### src/rtl/gcd_engine.sv
// rtl/gcd_engine.sv - subtractive greatest-common-divisor engine
module gcd_engine #(
  parameter int W     = 16,
  parameter int CNT_W = 16
) (
  input  logic             clock,
  input  logic             reset,
  input  logic [W-1:0]     io_a,
  input  logic [W-1:0]     io_b,
  input  logic             io_e,
  output logic [W-1:0]     io_z,
  output logic             io_v,
  output logic             io_busy,
  output logic [CNT_W-1:0] io_cycles
);

  typedef enum logic [1:0] {
    IDLE = 2'd0,
    RUN  = 2'd1,
    DONE = 2'd2
  } state_t;

  localparam logic [CNT_W-1:0] CNT_MAX = {CNT_W{1'b1}};

  state_t           state_q, state_d;
  logic [W-1:0]     x_q, x_d;
  logic [W-1:0]     y_q, y_d;
  logic [W-1:0]     z_q, z_d;
  logic             v_q, v_d;
  logic             busy_q, busy_d;
  logic [CNT_W-1:0] cycles_q, cycles_d;
  logic [CNT_W-1:0] cycles_inc;

  // The step counter sticks at its maximum rather than wrapping.
  assign cycles_inc = (cycles_q == CNT_MAX) ? cycles_q : cycles_q + 1'b1;

  always_ff @(posedge clock) begin
    if (reset) begin
      state_q  <= IDLE;
      x_q      <= '0;
      y_q      <= '0;
      z_q      <= '0;
      v_q      <= 1'b0;
      busy_q   <= 1'b0;
      cycles_q <= '0;
    end else begin
      state_q  <= state_d;
      x_q      <= x_d;
      y_q      <= y_d;
      z_q      <= z_d;
      v_q      <= v_d;
      busy_q   <= busy_d;
      cycles_q <= cycles_d;
    end
  end

  always_comb begin
    state_d  = state_q;
    x_d      = x_q;
    y_d      = y_q;
    z_d      = z_q;
    v_d      = v_q;
    busy_d   = busy_q;
    cycles_d = cycles_q;

    // A load restarts from any state and pre-empts a step or a publish.
    if (io_e) begin
      x_d      = io_a;
      y_d      = io_b;
      cycles_d = '0;
      v_d      = 1'b0;
      busy_d   = 1'b1;
      state_d  = RUN;
    end else begin
      unique case (state_q)
        RUN: begin
          if (y_q == '0) begin
            z_d     = x_q;
            v_d     = 1'b1;
            busy_d  = 1'b0;
            state_d = DONE;
          end else if (x_q == '0) begin
            x_d      = y_q;
            y_d      = '0;
            cycles_d = cycles_inc;
          end else if (x_q > y_q) begin
            x_d      = x_q - y_q;
            cycles_d = cycles_inc;
          end else begin
            y_d      = y_q - x_q;
            cycles_d = cycles_inc;
          end
        end
        IDLE, DONE: begin
          state_d = state_q;
        end
        default: begin
          state_d = IDLE;
        end
      endcase
    end
  end

  assign io_z      = z_q;
  assign io_v      = v_q;
  assign io_busy   = busy_q;
  assign io_cycles = cycles_q;

endmodule

### config.mk
export PLATFORM = sky130hd
export DESIGN_NAME = gcd_engine
export DESIGN_NICKNAME = d
export VERILOG_FILES = /design/src/rtl/gcd_engine.sv
export SDC_FILE = /design/constraint.sdc
export NUM_CORES = 1
export LEC_CHECK = 0
export BUFFER_PORTS_ARGS = -buffer_cell sky130_fd_sc_hd__buf_2
export CAP_MARGIN = 20
export CORE_UTILIZATION = 45
export CTS_BUF_LIST = sky130_fd_sc_hd__clkbuf_8 sky130_fd_sc_hd__clkbuf_16
export DETAILED_ROUTE_END_ITERATION = 6
export PLACE_DENSITY = 0.74
export SLEW_MARGIN = 10
export SYNTH_ARGS = -nofsm -noshare
export SYNTH_HDL_FRONTEND = slang
export SYNTH_SLANG_ARGS = --single-unit
### constraint.sdc
create_clock -name clock -period 3.14 [get_ports clock]
set_clock_uncertainty 0.05 [all_clocks]
set_input_delay 0.942 -clock clock [delete_from_list [all_inputs] [get_ports clock]]
set_output_delay 0.942 -clock clock [all_outputs]
set_load 0.02 [all_outputs]
# Word-level counts from Yosys, hierarchy flattened
# Cells that the tools add are included.
# W data, S select, Z words.
# word_totals
register_bits	68
ram_bits	0
memories	0
latch_bits	0
output_inout_bits	34
word_cells	56
romBits	0
# op_classes
n_lt_le_gt_ge	1
multipliers	0
bitwise	4
shift	0
eq_ne	8
add_sub_neg	3
reduce_logical	16
muxes	16
n_div	0
# op_table
op	n
$mux W16	10
$logic_not A16 Y1	2
$sub A16 B16 Y16	2
$add A16 B1 Y16 const B	1
$eq A16 B16 Y1 const B	1
$gt A16 B16 Y1	1
$reduce_and A3 Y1	4
$reduce_and A2 Y1	4
$ne A2 B2 Y1 const B	3
$ne A3 B3 Y1 const B	2
$mux W1	4
$not A1 Y1	4
$pmux W2 S2	1
$reduce_bool A2 Y1	2
$reduce_or A2 Y1	2
$reduce_bool A3 Y1	1
$eq A2 B1 Y1 const B	1
$eq A2 B2 Y1 const B	1
$logic_not A2 Y1	1
$mux W2	1

# Longest topological paths before layout
# logic_depth
ltp_word	6
depth_mapped	11
depth_no_buf	10

# Least setup slack after synthesis
# Ideal clock, no wire load.
# synth_path
path_type	register to register
startpoint	register x_q[12]
endpoint	register x_q[5]
setup_ps	128
arrival_ps	2474
t_required_ps	2962
period_less_slack_ps	2652
slack_ps	488
path_stages_with_launch	12
cell_sequence	dfxtp_1 > inv_1 > ha_1 > buf_2 > nand2_1 > or3_4 > nor4_4 > nor2b_1 > a221oi_4 > buf_6 > mux2i_1 > nor2_1
# synth_between
elab_chain_len	5
# synth_rtl
item	line	rtl
from (decl)	26	logic [W-1:0] x_q, x_d;
from (signal assigned)	40	x_q <= '0;
from (signal assigned)	48	x_q <= x_d;
branches (longest 5 deep; another with $gt A16 B16 Y1)	-	
# Parallel ways; which one is timed is not known. The select of a mux whose other input is x is not followed.
# A chain may end at the register's enable or synchronous reset.

# Worst setup path after layout
# layout_path
startpoint	register x_q[14]
endpoint	register y_q[10]
# layout_between
elab_chain_len	5
# layout_rtl
item	line	rtl
branches (longest 5 deep; another with $gt A16 B16 Y1)	-	
to (signal assigned)	49	y_q <= y_d;
to (decl)	27	logic [W-1:0] y_q, y_d;
# Parallel ways; which one is timed is not known. The select of a mux whose other input is x is not followed.

==> results_dict.tcl <==
set metrics [dict create \
    path_delay_family "compound AO/OA/AOI/OAI gates" \
    cp-end-kind "flop" \
    synth_nets 661 \
    worstPathArrival_ps 3110 \
    drtIter0Drc 294 \
    grt_pass1_wl_um 23300 \
    ant_nets 0 \
    path_clk_slew_ps 70 \
    status "finished clean" \
    critPathMaxStageDelay_ps 520 \
    maxCapViolations 0 \
    die_area_mm2 0.0108 \
    fin_crit_sh_pct 92.2 \
    port_buffers 68 \
    nFillCells 962 \
    synth_compound_area_share_pct 22.0 \
    dp.final_hpwl_um 11200 \
    grt_max_degree 31 \
    clk_path_buf_depth 2 \
    netlist_instances 592 \
    max_freq_ghz 0.345 \
    vias_per_cell 5.80 \
    drc_errors 0 \
    place_inst 780 \
    synth-seq-area-share_pct 29.0 \
    synth_edf_count 0 \
    die_x_um 104 \
    wl_um 14400 \
    clk_latency_ps 360 \
    yosys.area.top_type_share_pct 29.0 \
    drive_gt1_share_pct 18.7 \
    grt_util_all_layers_pct 27.4 \
    synth-xor-area-share_pct 6.90 \
    crit_type "flop to flop" \
    coreArea_mm2 0.00995 \
    area_growth_pct 16.6 \
    first_pass_iters 5 \
    synth_top_family_by_area "compound AO/OA/AOI/OAI gates" \
    synth_area_leaders "dfxtp_1 (29%), ha_1 (8.5%), nor2_1 (5.9%), a21oi_1 (4.6%), xor2_1 (4.3%)" \
    synthSimpleGateAreaFrac_pct 21.5 \
    worst_setup_path_start_kind "flop" \
    final_cell_mix "nor2_1 (74), buf_2 (68), dfxtp_1 (68)" \
    hold_class "flop to flop" \
    htreeDepth 3 \
    yosys.area.top_type "dfxtp_1" \
    grt_pass1_vias 4506 \
    p_leak_nw 2.34 \
    fin_crit_ps 2890 \
    setup_viol 0 \
    die_y_um 104 \
    nNetsFinal 727 \
    final_common_cell "nor2_1" \
    yosysWarnings 0 \
    path_cells "inv_1, ha_1, buf_4, a21oi_1, nand2_1, a221oi_1, o21ai_2, a21oi_2, buf_12, nor2_1, a211oi_1" \
    cts_sinks 68 \
    cp_max_fo 29 \
    rsz0062_at_grt "false" \
    cp_slowest_cell "dfxtp_1" \
    drv_slew 0 \
    initial_core_util_pct 47.1 \
    synth.distinct_cells 63 \
    async_flop_share_pct 0 \
    peakVddDrop_mv 0.507 \
    crit_buf_inv 3 \
    ff2ff_path_depth 11 \
    worst-path-stages 11 \
    finish.utilization_pct 55.0 \
    syn_avg_cell_area_um2 7.93 \
    diodes 0 \
    powerDensity_mw_per_mm2 1230 \
    rows 36 \
    worstPathRequired_ps 3360 \
    rr_startpoint "x_q[14]" \
    num_io_pins 69 \
    final_cells 796 \
    synth.mux.area_fraction_pct 4.05 \
    synth-seq-cells 68 \
    endpoint "y_q[10]" \
    top_layer "met4" \
    route.met2.wl_um 6500 \
    drt-met1-wl_um 6480 \
    place_congestion 0.967 \
    rr_endpoint "y_q[10]" \
    max-slew-margin-rel_pct 62.3 \
    finalHoldViolCount 0 \
    cts_made_buffers 9 \
    antenna_found_initial 0 \
    cts_tree "done" \
    synthFlopType "dfxtp_1" \
    tightest_slew_ps 559 \
    vias 4617 \
    crit_path_start "x_q[14]" \
    ctsRootBufferMaster "clkbuf_8" \
    reg2reg_slack_ps 250 \
    tns_ps 0 \
    wl_per_cell_um 18.1 \
    met3_length_um 974 \
    syn_area_mm2 0.00469 \
    synthAdderAreaFrac_pct 9.38 \
    gr-total-overflow 0 \
]
stage by stage:
step | setup slack, ps | total power [mW] | cell area [µm²] | hold slack [ps]
floorplan | 488 | 4.51 | 4690 | 394
global placement | 276 | 5.76 | 5230 | 394
detailed placement | 258 | 5.76 | 5230 | 401
CTS | 246 | 6.67 | 5470 | 417
global route | 38.1 | 7.27 | 5470 | 440
finish | 245 | 6.74 | 5470 | 419
power by group:
part / internal (mW) / switching, mW / leakage (nW) / total [mW]
clock network: 0.526 / 0.351 / 0.121 / 0.877
logic: 1.85 / 2.68 / 1.66 / 4.53
registers: 1.05 / 0.290 / 0.556 / 1.34
repair_timing:
item / in CTS / in global routing
hold buffers: 0 / 0
resized for setup: 0 / 1
endpoints found under the setup margin: 0 / 1
setup buffers: 0 / 0
state kept, by name (all words and copies together), names as in the netlist:
name       count
io_cycles     16
x_q           16
io_z          16
io_v           1
state_q        2
y_q           16
io_busy        1
logic make-up (layout without fill, tap and decap cells):
group / Yosys count / count (layout)
AND/OR/NAND/NOR: 203 / 203
AO/OA/AOI/OAI: 152 / 152
buffers and inverters: 79 / 150
flip-flops: 68 / 68
XOR/XNOR: 37 / 37
adder cells (fa/ha/maj): 34 / 34
multiplexers: 19 / 19
layer usage:
layer | up-vias | track usage [%]
met4 | 0 | 12.3
met5 | - | 0
li1 | 2225 | -
met1 | 2187 | 36.2
met3 | 32 | 5.83
met2 | 173 | 42.7
Yosys cell counts, types with 7 or more instances:
cell      number
nor4_1         8
a21oi_1       43
mux2i_1       19
ha_1          32
inv_1         41
nand3_1       15
buf_2          7
dfxtp_1       68
nand2_1       41
a211oi_1      22
clkbuf_1      24
nor2b_1        8
xnor2_1       14
a22oi_1        8
nor2_1        74
nor3_1         9
nand4_1        7
and3_1         7
xor2_1        23
o21ai_0       26
worst register-to-register path, cell delays in order (launching register included):
cell and delay, ps:
dfxtp_1 520, inv_1 90, ha_1 350, buf_4 180, a21oi_1 230, nand2_1 90
a221oi_1 320, o21ai_2 150, a21oi_2 300, buf_12 220, nor2_1 60, a211oi_1 240
layout make-up:
| type | count | area [µm²] | area share (%) |
|---|---|---|---|
| timing repair buffer | 93 | 553 | 10.1 |
| tap | 133 | 166 | 3.04 |
| sequential | 68 | 1360 | 24.9 |
| clock buffer | 9 | 124 | 2.26 |
| clock inverter | 7 | 115 | 2.10 |
| multi-input combinational | 445 | 3000 | 54.8 |
| inverter | 41 | 154 | 2.81 |
worst min-delay path by stage:
stage               slack, ps        from          to  depth (start not counted)
global route              440        io_v        io_v                          2
detailed placement        400        io_v        io_v                          2
finish                    420        io_v        io_v                          2
floorplan                 390  state_q[1]  state_q[1]                          2
global placement          390        io_v        io_v                          2
CTS                       420        io_v        io_v                          2
Power figures use the tool's default switching activity.
